`src/rtl/gpio_out_pkg.sv`:
```
// gpio_out_pkg
//   Shared definitions for the memory-mapped output port bank:
//   - register offsets inside a channel's window
//   - the fixed per-channel address stride
//   - byte-lane helpers used by every byte-enabled register write
package gpio_out_pkg;

  localparam int REG_DATA   = 0;
  localparam int REG_SET    = 1;
  localparam int REG_CLR    = 2;
  localparam int REG_TGL    = 3;
  localparam int REG_PMASK  = 4;
  localparam int REG_PLEN   = 5;
  localparam int REG_STATUS = 6;
  localparam int REG_RSVD   = 7;

  // Number of writable registers; the reserved slot gets no strobe.
  localparam int NUM_WR_REGS = REG_STATUS + 1;

  // Every channel owns an 8-word address window.
  localparam int CH_STRIDE = 8;

  typedef enum logic [2:0] {
    OFF_DATA   = 3'd0,
    OFF_SET    = 3'd1,
    OFF_CLR    = 3'd2,
    OFF_TGL    = 3'd3,
    OFF_PMASK  = 3'd4,
    OFF_PLEN   = 3'd5,
    OFF_STATUS = 3'd6,
    OFF_RSVD   = 3'd7
  } reg_off_e;

  // Expand the two byte enables into a 16-bit lane mask.
  function automatic logic [15:0] byte_mask(input logic [1:0] be);
    return {{8{be[1]}}, {8{be[0]}}};
  endfunction

  // Replace only the enabled byte lanes of cur with the matching lanes of wdata.
  function automatic logic [15:0] merge_bytes(input logic [15:0] cur,
                                              input logic [15:0] wdata,
                                              input logic [1:0]  be);
    logic [15:0] m;
    m = byte_mask(be);
    return (cur & ~m) | (wdata & m);
  endfunction

endpackage

```
`src/rtl/gpio_out_bank_channel.sv`:
```
// gpio_out_channel
//   One 16-bit output channel: DATA and PMASK registers, one-shot pulse
//   counter, sticky done flag, registered pin output and readback mux.
// Ports:
//   clk, reset   clock, synchronous active-high reset
//   wr_data      bus write data
//   byte_en      byte write enables ([0] = bits 7:0, [1] = bits 15:8)
//   wr_stb       one decoded write strobe per register offset 0..6
//   rd_reg       register offset being read
//   port         registered pin output
//   rd_data      combinational readback of rd_reg
//   done         sticky pulse-complete flag
module gpio_out_channel
  import gpio_out_pkg::*;
#(
  parameter int CNT_W = 16
) (
  input  logic                   clk,
  input  logic                   reset,
  input  logic [15:0]            wr_data,
  input  logic [1:0]             byte_en,
  input  logic [NUM_WR_REGS-1:0] wr_stb,
  input  reg_off_e               rd_reg,
  output logic [15:0]            port,
  output logic [15:0]            rd_data,
  output logic                   done
);

  logic [15:0]      data_q, data_nxt;
  logic [15:0]      pmask_q, pmask_nxt;
  logic [CNT_W-1:0] cnt_q, cnt_nxt;
  logic             done_q, done_nxt;
  logic [15:0]      port_q, port_nxt;
  logic [15:0]      lane;
  logic             plen_wr;

  assign lane    = wr_data & byte_mask(byte_en);
  // The pulse length only changes on a full-word write.
  assign plen_wr = wr_stb[REG_PLEN] && (byte_en == 2'b11);

  always_comb begin
    data_nxt  = data_q;
    pmask_nxt = pmask_q;
    cnt_nxt   = cnt_q;
    done_nxt  = done_q;

    if (wr_stb[REG_DATA])  data_nxt  = merge_bytes(data_q, wr_data, byte_en);
    if (wr_stb[REG_SET])   data_nxt  = data_q | lane;
    if (wr_stb[REG_CLR])   data_nxt  = data_q & ~lane;
    if (wr_stb[REG_TGL])   data_nxt  = data_q ^ lane;
    if (wr_stb[REG_PMASK]) pmask_nxt = merge_bytes(pmask_q, wr_data, byte_en);

    if (wr_stb[REG_STATUS] && byte_en[0] && wr_data[0]) done_nxt = 1'b0;

    // A PLEN write (load, retrigger or abort) overrides the countdown, so
    // a reload on the expiry cycle suppresses done. Expiry is applied after
    // the W1C clear so that a simultaneous clear loses to the set.
    if (plen_wr) begin
      cnt_nxt = wr_data[CNT_W-1:0];
    end else if (cnt_q != '0) begin
      cnt_nxt = cnt_q - CNT_W'(1);
      if (cnt_q == CNT_W'(1)) done_nxt = 1'b1;
    end

    // The pin value is built from the post-edge register values so a write
    // shows on the pins in the same cycle the register changes.
    port_nxt = data_nxt ^ ((cnt_nxt != '0) ? pmask_nxt : 16'h0000);
  end

  // ---- register stage ----
  always_ff @(posedge clk) begin
    if (reset) begin
      data_q  <= '0;
      pmask_q <= '0;
      cnt_q   <= '0;
      done_q  <= 1'b0;
      port_q  <= '0;
    end else begin
      data_q  <= data_nxt;
      pmask_q <= pmask_nxt;
      cnt_q   <= cnt_nxt;
      done_q  <= done_nxt;
      port_q  <= port_nxt;
    end
  end

  assign port = port_q;
  assign done = done_q;

  always_comb begin
    rd_data = '0;
    case (rd_reg)
      OFF_DATA, OFF_SET, OFF_CLR, OFF_TGL: rd_data = data_q;
      OFF_PMASK:                           rd_data = pmask_q;
      OFF_PLEN:                            rd_data = 16'(cnt_q);
      OFF_STATUS:                          rd_data = {15'h0000, done_q};
      default:                             rd_data = '0;
    endcase
  end

endmodule

```
`src/rtl/gpio_out_bank.sv`:
```
// gpio_out_bank
//   Memory-mapped bank of NCH 16-bit output channels on the data bus.
//   Channel c occupies BASE_ADDR + 8c .. BASE_ADDR + 8c + 7.
// Ports:
//   clk, reset   clock, synchronous active-high reset
//   bus_in       write data
//   address      word address
//   MemWrite     byte write enables; nonzero means a write this cycle
//   rd_data      combinational readback, 0 for unmapped addresses
//   io_port      pin outputs, channel c in bits [16c+15:16c]
//   pulse_done   per-channel sticky pulse-complete flags
module gpio_out_bank
  import gpio_out_pkg::*;
#(
  parameter int          NCH       = 2,
  parameter logic [15:0] BASE_ADDR = 16'h0008,
  parameter int          CNT_W     = 16
) (
  input  logic              clk,
  input  logic              reset,
  input  logic [15:0]       bus_in,
  input  logic [15:0]       address,
  input  logic [1:0]        MemWrite,
  output logic [15:0]       rd_data,
  output logic [NCH*16-1:0] io_port,
  output logic [NCH-1:0]    pulse_done
);

  localparam logic [15:0] SPAN = 16'(NCH * CH_STRIDE);

  logic [15:0]    offset;
  logic           mapped;
  logic [2:0]     ch_idx;
  reg_off_e       reg_sel;
  logic           wr_any;
  logic [NCH-1:0] ch_sel;
  logic [15:0]    ch_rd [NCH];

  // The lower-bound test stops addresses below the base from wrapping
  // into the window through the subtraction.
  assign offset  = address - BASE_ADDR;
  assign mapped  = (address >= BASE_ADDR) && (offset < SPAN);
  assign ch_idx  = offset[5:3];
  assign reg_sel = reg_off_e'(offset[2:0]);
  assign wr_any  = |MemWrite;

  for (genvar c = 0; c < NCH; c++) begin : g_ch
    logic [NUM_WR_REGS-1:0] stb;

    assign ch_sel[c] = mapped && (ch_idx == 3'(c));

    // Offset 7 is reserved and never strobes anything.
    always_comb begin
      stb = '0;
      for (int r = 0; r < NUM_WR_REGS; r++) begin
        stb[r] = ch_sel[c] && wr_any && (offset[2:0] == 3'(r));
      end
    end

    gpio_out_channel #(
      .CNT_W(CNT_W)
    ) u_ch (
      .clk    (clk),
      .reset  (reset),
      .wr_data(bus_in),
      .byte_en(MemWrite),
      .wr_stb (stb),
      .rd_reg (reg_sel),
      .port   (io_port[16*c +: 16]),
      .rd_data(ch_rd[c]),
      .done   (pulse_done[c])
    );
  end

  // At most one channel is selected, so an OR of gated readbacks is a mux.
  always_comb begin
    rd_data = '0;
    for (int c = 0; c < NCH; c++) begin
      if (ch_sel[c]) rd_data = rd_data | ch_rd[c];
    end
  end

endmodule

```
`config.mk`:
```
export PLATFORM = sky130hd
export DESIGN_NAME = gpio_out_bank
export DESIGN_NICKNAME = d
export VERILOG_FILES = /design/src/rtl/gpio_out_pkg.sv /design/src/rtl/gpio_out_bank_channel.sv /design/src/rtl/gpio_out_bank.sv
export SDC_FILE = /design/constraint.sdc
export NUM_CORES = 1
export LEC_CHECK = 0
export CAP_MARGIN = 20
export CORE_ASPECT_RATIO = 1.25
export CORE_MARGIN = 2
export CORE_UTILIZATION = 60
export DETAILED_ROUTE_END_ITERATION = 10
export HOLD_SLACK_MARGIN = 0.08
export PLACE_DENSITY = 0.94
export SLEW_MARGIN = 20
export SYNTH_ARGS = -nofsm -noshare
export SYNTH_HDL_FRONTEND = slang
export SYNTH_SLANG_ARGS = --single-unit
```
`constraint.sdc`:
```
create_clock -name clk -period 7.4 [get_ports clk]
set_input_delay 1.48 -clock clk [delete_from_list [all_inputs] [get_ports clk]]
set_output_delay 1.48 -clock clk [all_outputs]
set_load 0.05 [all_outputs]
```
======== After elaboration in Yosys (flattened, before gate mapping) ========
Cells that the tools add are included.
W data, S select, Z words.
word-level totals
  register bits after elaboration ......... 130
  input port bits ......................... 36
  output and inout port bits .............. 50
  word-level logic and storage cells ...... 106
operators by class
  add/sub/neg operators ................... 3
  $lt $le $gt $ge ......................... 2
  equality and inequality tests ........... 10
  multiplexer cells ....................... 28
  bitwise operators ....................... 20
  reduce and logical (&&, ||, !) cells .... 33
operators with widths
  operator                 number
  $mux W16                 18
  $pmux W16 S4             2
  $and A16 B16 Y16         7
  $or A16 B16 Y16          7
  $reduce_bool A16 Y1      4
  $xor A16 B16 Y16         4
  $eq A16 B1 Y1 const B    2
  $not A16 Y16             2
  $sub A16 B1 Y16 const B  2
  $logic_and A1 B1 Y1      25
  $ge A16 B4 Y1 const B    1
  $lt A16 B5 Y1 const B    1
  $sub A16 B4 Y16 const B  1
  $eq A3 B3 Y1 const B     3
  $mux W1                  8
  $eq A3 B1 Y1 const B     2
  $eq A3 B2 Y1 const B     2
  $logic_not A3 Y1         2
  $reduce_or A4 Y1         1
  $eq A2 B2 Y1 const B     1
  $reduce_or A2 Y1         1

======== Longest topological paths before layout ========
Gate-level depths: netlist (run 1).
  word-level depth ........................ 12
  mapped depth ............................ 13
  mapped depth without buffers ............ 10

======== By module ========
Synthesis (run 1) repeated with hierarchy kept, for this count alone.
second synthesis, totals
  cell total of the unflattened synthesis .. 1,348
  area total of the unflattened synthesis .. 10,234.8 µm²
by module, submodules not included
  module                           instances  cells an instance  area an instance (µm²)
  gpio_out_channel (g_ch[0].u_ch)  1          610                4,745.8
  gpio_out_channel (g_ch[1].u_ch)  1          621                4,743.3
  gpio_out_bank                    1          117                745.7

======== Worst setup path after synthesis (run 1) ========
No wires, ideal clock.
  path kind ............................... input-to-output
  from .................................... input port address[3]
  to ...................................... output port rd_data[0]
  arrival time ............................ 4,324 ps
  required time ........................... 5,920 ps
  path slack .............................. 1,596 ps
  stages on the path ...................... 12
  buffers on the path ..................... 4
  cell sequence ........................... inv_1 ha_1 clkbuf_1 and3b_1 o22ai_1 a221o_1 a2111oi_4 buf_2 buf_2 buf_2 o211ai_1 o21ai_0
on the way
  word-level cells in the longest chain between the ends .. 7
  elaborated cells between the ends (all ways) .. 11
  classes of those cells .................. 1 x add/sub; 2 x order compare; 1 x eq/ne; 2 x mux; 1 x bitwise; 4 x reduce/logical
ends and longest elaborated chain
  what                 RTL line             RTL
  start: declaration   gpio_out_bank.sv:22  input logic [15:0] address,
  $sub A16 B4 Y16      gpio_out_bank.sv:41  assign offset = address - BASE_ADDR;
  $lt A16 B5 Y1        gpio_out_bank.sv:42  assign mapped = (address >= BASE_ADDR) && (offset < SPAN);
  $logic_and A1 B1 Y1  gpio_out_bank.sv:42
  $logic_and A1 B1 Y1  gpio_out_bank.sv:50  assign ch_sel[c] = mapped && (ch_idx == 3'(c));
  $mux W16             gpio_out_bank.sv:79  if (ch_sel[c]) rd_data = rd_data | ch_rd[c];
  $or A16 B16 Y16      gpio_out_bank.sv:79
  $mux W16 *           gpio_out_bank.sv:79
  end: declaration     gpio_out_bank.sv:24  output logic [15:0] rd_data,
Every way passes the cells marked *; elsewhere a longest branch is shown, timed or not.

======== Worst setup path in the final report (run 1) ========
  from .................................... input port address[3]
  to ...................................... output port rd_data[8]
Same word-level chain as after synthesis.

==> results of run 1 <==
==> Yosys cell counts (8+ instances only) <==
| master | number |
|---|---|
| o211ai_1 | 12 |
| a21oi_1 | 61 |
| o22ai_1 | 36 |
| a211oi_1 | 25 |
| or4_1 | 10 |
| inv_1 | 49 |
| nand3_1 | 31 |
| clkbuf_1 | 57 |
| and2_1 | 8 |
| a22o_1 | 15 |
| nor2_1 | 126 |
| xnor2_1 | 15 |
| a21oi_2 | 9 |
| o21ai_0 | 34 |
| dfxtp_1 | 130 |
| ha_1 | 73 |
| nand2_1 | 110 |
| and3b_1 | 8 |
| nor2b_1 | 14 |
| nor3_1 | 33 |
| a22oi_1 | 17 |
| o21ai_1 | 14 |
| or3_1 | 30 |
| nand4_1 | 9 |
| a31oi_1 | 13 |
| nor4_1 | 17 |
| mux2i_1 | 89 |
==> logic make-up (layout without fill, tap and decap cells) <==
kind of cell,count (synthesis),after routing,share of synthesized area
AO/OA/AOI/OAI,270,270,0.200
XOR/XNOR,21,21,0.0200
adder cells (fa/ha/maj),73,73,0.0993
buffers and inverters,129,179,0.0583
flip-flops,130,130,0.283
multiplexers,99,99,0.109
AND/OR/NAND/NOR,427,427,0.230
==> critical path: cells and delay by family <==
kind	cells	cell delay, ns
AO/OA/AOI/OAI	3	1.18
XOR/XNOR	1	0.19
adder cells (fa/ha/maj)	1	0.31
buffers and inverters	4	1.85
AND/OR/NAND/NOR	1	0.14
==> per-layer routing <==
metal,routed length (µm),up-vias
li1,-,4237
met2,13400,556
met4,2110,0
met1,10100,4230
met5,0,-
met3,2340,169
==> cell type report <==
type	count	area share
clock buffers	18	0.0413
clock inverters	14	0.0175
well taps	182	0.0214
multi-input cells	890	0.570
repair buffers	98	0.0886
inverters	49	0.0173
flip-flops and latches	130	0.244
==> registers in the layout, summed over array words and instances (netlist names) <==
name and flops:
g_ch.u_ch.data_q 32, g_ch.u_ch.done 2, g_ch.u_ch.pmask_q 32, g_ch.u_ch.port 32
g_ch.u_ch.cnt_q 32
==> how the worst min path moves through the flow <==
| stage | endpoint | slack [ns] | cells after the start |
|---|---|---|---|
| detailed placement | g_ch[1].u_ch.pmask_q[15] | 0.51 | 2 |
| floorplan | g_ch[1].u_ch.done | 0.46 | 2 |
| global route | g_ch[1].u_ch.data_q[13] | 0.56 | 2 |
| global placement | g_ch[1].u_ch.pmask_q[9] | 0.50 | 2 |
| CTS | g_ch[1].u_ch.data_q[14] | 0.52 | 2 |
| finish | g_ch[1].u_ch.pmask_q[12] | 0.52 | 2 |
==> power by group through the flow <==
stage          Combinational [µW]  Clock, µW  Sequential [µW]
3_5_place_dp                 1020          0              919
6_report                     1060        895              911
2_1_floorplan                 857          0              856
4_1_cts                      1040        895              905
3_3_place_gp                 1000          0              917
5_1_grt                      1160        930              921
==> metrics by stage <==
| step | setup slack (ns) | util | hold WS, ns |
|---|---|---|---|
| finish | 0.764 | 0.709 | 0.524 |
| global route | 0.617 | 0.709 | 0.555 |
| CTS | 0.819 | 0.709 | 0.522 |
| detailed placement | 0.828 | 0.667 | 0.509 |
| global placement | 0.928 | 0.667 | 0.495 |
| floorplan | 1.60 | - | 0.463 |
==> results.ini, run 1 <==
[run_status]
outcome = completed

[cells_and_area]
final_area_mm2 = 0.0106
final_common_cell = dfxtp_1
seqCellArea_mm2 = 0.00260
drive_above_1_share = 0.0684
num_antenna_cells = 0
finalNetCount = 1295
nFillCells = 1163
final_cells = 1381
area_growth_pct = 15.7
multi_input_area_mm2 = 0.00606
final_cell_mix = dfxtp_1, nor2_1, nand2_1

[drt]
drt_iter0_markers = 893
wl_per_cell_um = 20.3
drtAntennaViolNets = 0
finalWirelength_mm = 28.0
vias = 9192
drcViolationCount = 0
dr.pass1.iters = 6
viasPerCell = 6.66

[placed_design]
placed_cells = 1349
dpl_cell_area_mm2 = 0.0100
port_buffers = 85
dp_hpwl_mm = 19.6
gp_congestion = 0.980

[clock_network]
cts_buffers = 17
h-tree-depth = 4
cts_resized = 0
cts_tree = yes
clk_latency_ns = 0.44
cts_root_buf = clkbuf_16
postCtsSetupBuffers = 0
clk_pin_slew_ns = 0.05
ctsLongestPathBuffers = 2
clock_sinks = 130
holdBufCountCts = 0

[sta]
finClkSkew_ns = 0.00698
max_freq_mhz = 151
finalSetupViolCount = 0
tightest_slew_ns = 1.10
slew_violations = 0
fin_crit_sh = 0.897
finalHoldViolCount = 0
grt_setup_unrepaired = false
slew_headroom = 0.267
fin_setup_tns_ns = 0
fin_crit_ns = 6.64

[pwr]
p_total_uw = 2870
p_sw_uw = 1090
combPwrFrac = 0.370
seqPwrFrac = 0.318
p_int_uw = 1770
p_leak_uw = 0.00430
netSwitchingFraction = 0.381
ir_worst_vdd_v = 0.000150
p_per_area_mw_per_mm2 = 269
clkPwrFrac = 0.312

[grt]
grt_max_degree = 100
grt.overflow.total = 0
track_usage = 0.343
met3_usage = 0.0596
use_met2 = 0.572
grtUsageMet1 = 0.388
grt_pass1_wl_mm = 44.0
grt_pass1_vias = 8647
grt_busiest_layer = met2
antenna_found_initial = 0

[yosys]
synth_flop_cell = dfxtp_1
yosysSeqAreaShare = 0.283
synth.area.top_cells = dfxtp_1, ha_1, mux2i_1
synth_edf_count = 0
syn_area_mm2 = 0.00920
synthDistinctLibCells = 67
synth_top_cell_by_area = dfxtp_1
yosys_register_bits = 130
syn-mean-instance-area_um2 = 8.01
syn_nets = 1258
synth.top_cell.area_share = 0.283
syn_inst = 1149
yosys_warnings = 0
synth-async-reset-ratio = 0

[setup_path]
crit_arrival_ns = 5.16
ff2ff_setup_slack_ns = 3.38
setup.worst_path.start = address[3]
required_ns = 5.92
critPathMaxStageDelay_ns = 0.82
rr_worst_depth = 10
reg2reg_to = g_ch[1].u_ch.port[7]
cp-start-kind = primary input
cp_max_fo = 10
crit_chain = clkdlybuf4s50_1 -> inv_1 -> ha_1 -> xnor2_1 -> nand4_1 -> a221o_1 -> a2111oi_4 -> buf_4 -> a22o_1 -> clkdlybuf4s50_1
reg2reg_from = g_ch[1].u_ch.cnt_q[0]
setup.worst_path.end = rd_data[8]
cp_common_cell = clkdlybuf4s50_1
slowest_stage = clkdlybuf4s50_1
path_class = in -> out
endpoint_kind = output pin

[job]
cap_violations = 0

[floorplanning]
start_util = 0.613
die_w_um = 115
die_h_um = 142
die_area_mm2 = 0.0164
num_rows = 50
core-area_mm2 = 0.0150
io_pins = 86

[worst_hold_path]
holdCritPathClass = reg -> reg
worstHoldStart = g_ch[1].u_ch.pmask_q[12]

(Power assumes the default switching activity.)
==> inputs of run 2 (changes only) <==
- CAP_MARGIN: 20 -> 0
==> results of run 2 <==
Same layout as run 1: the final DEF is identical, and so are final timing and power.
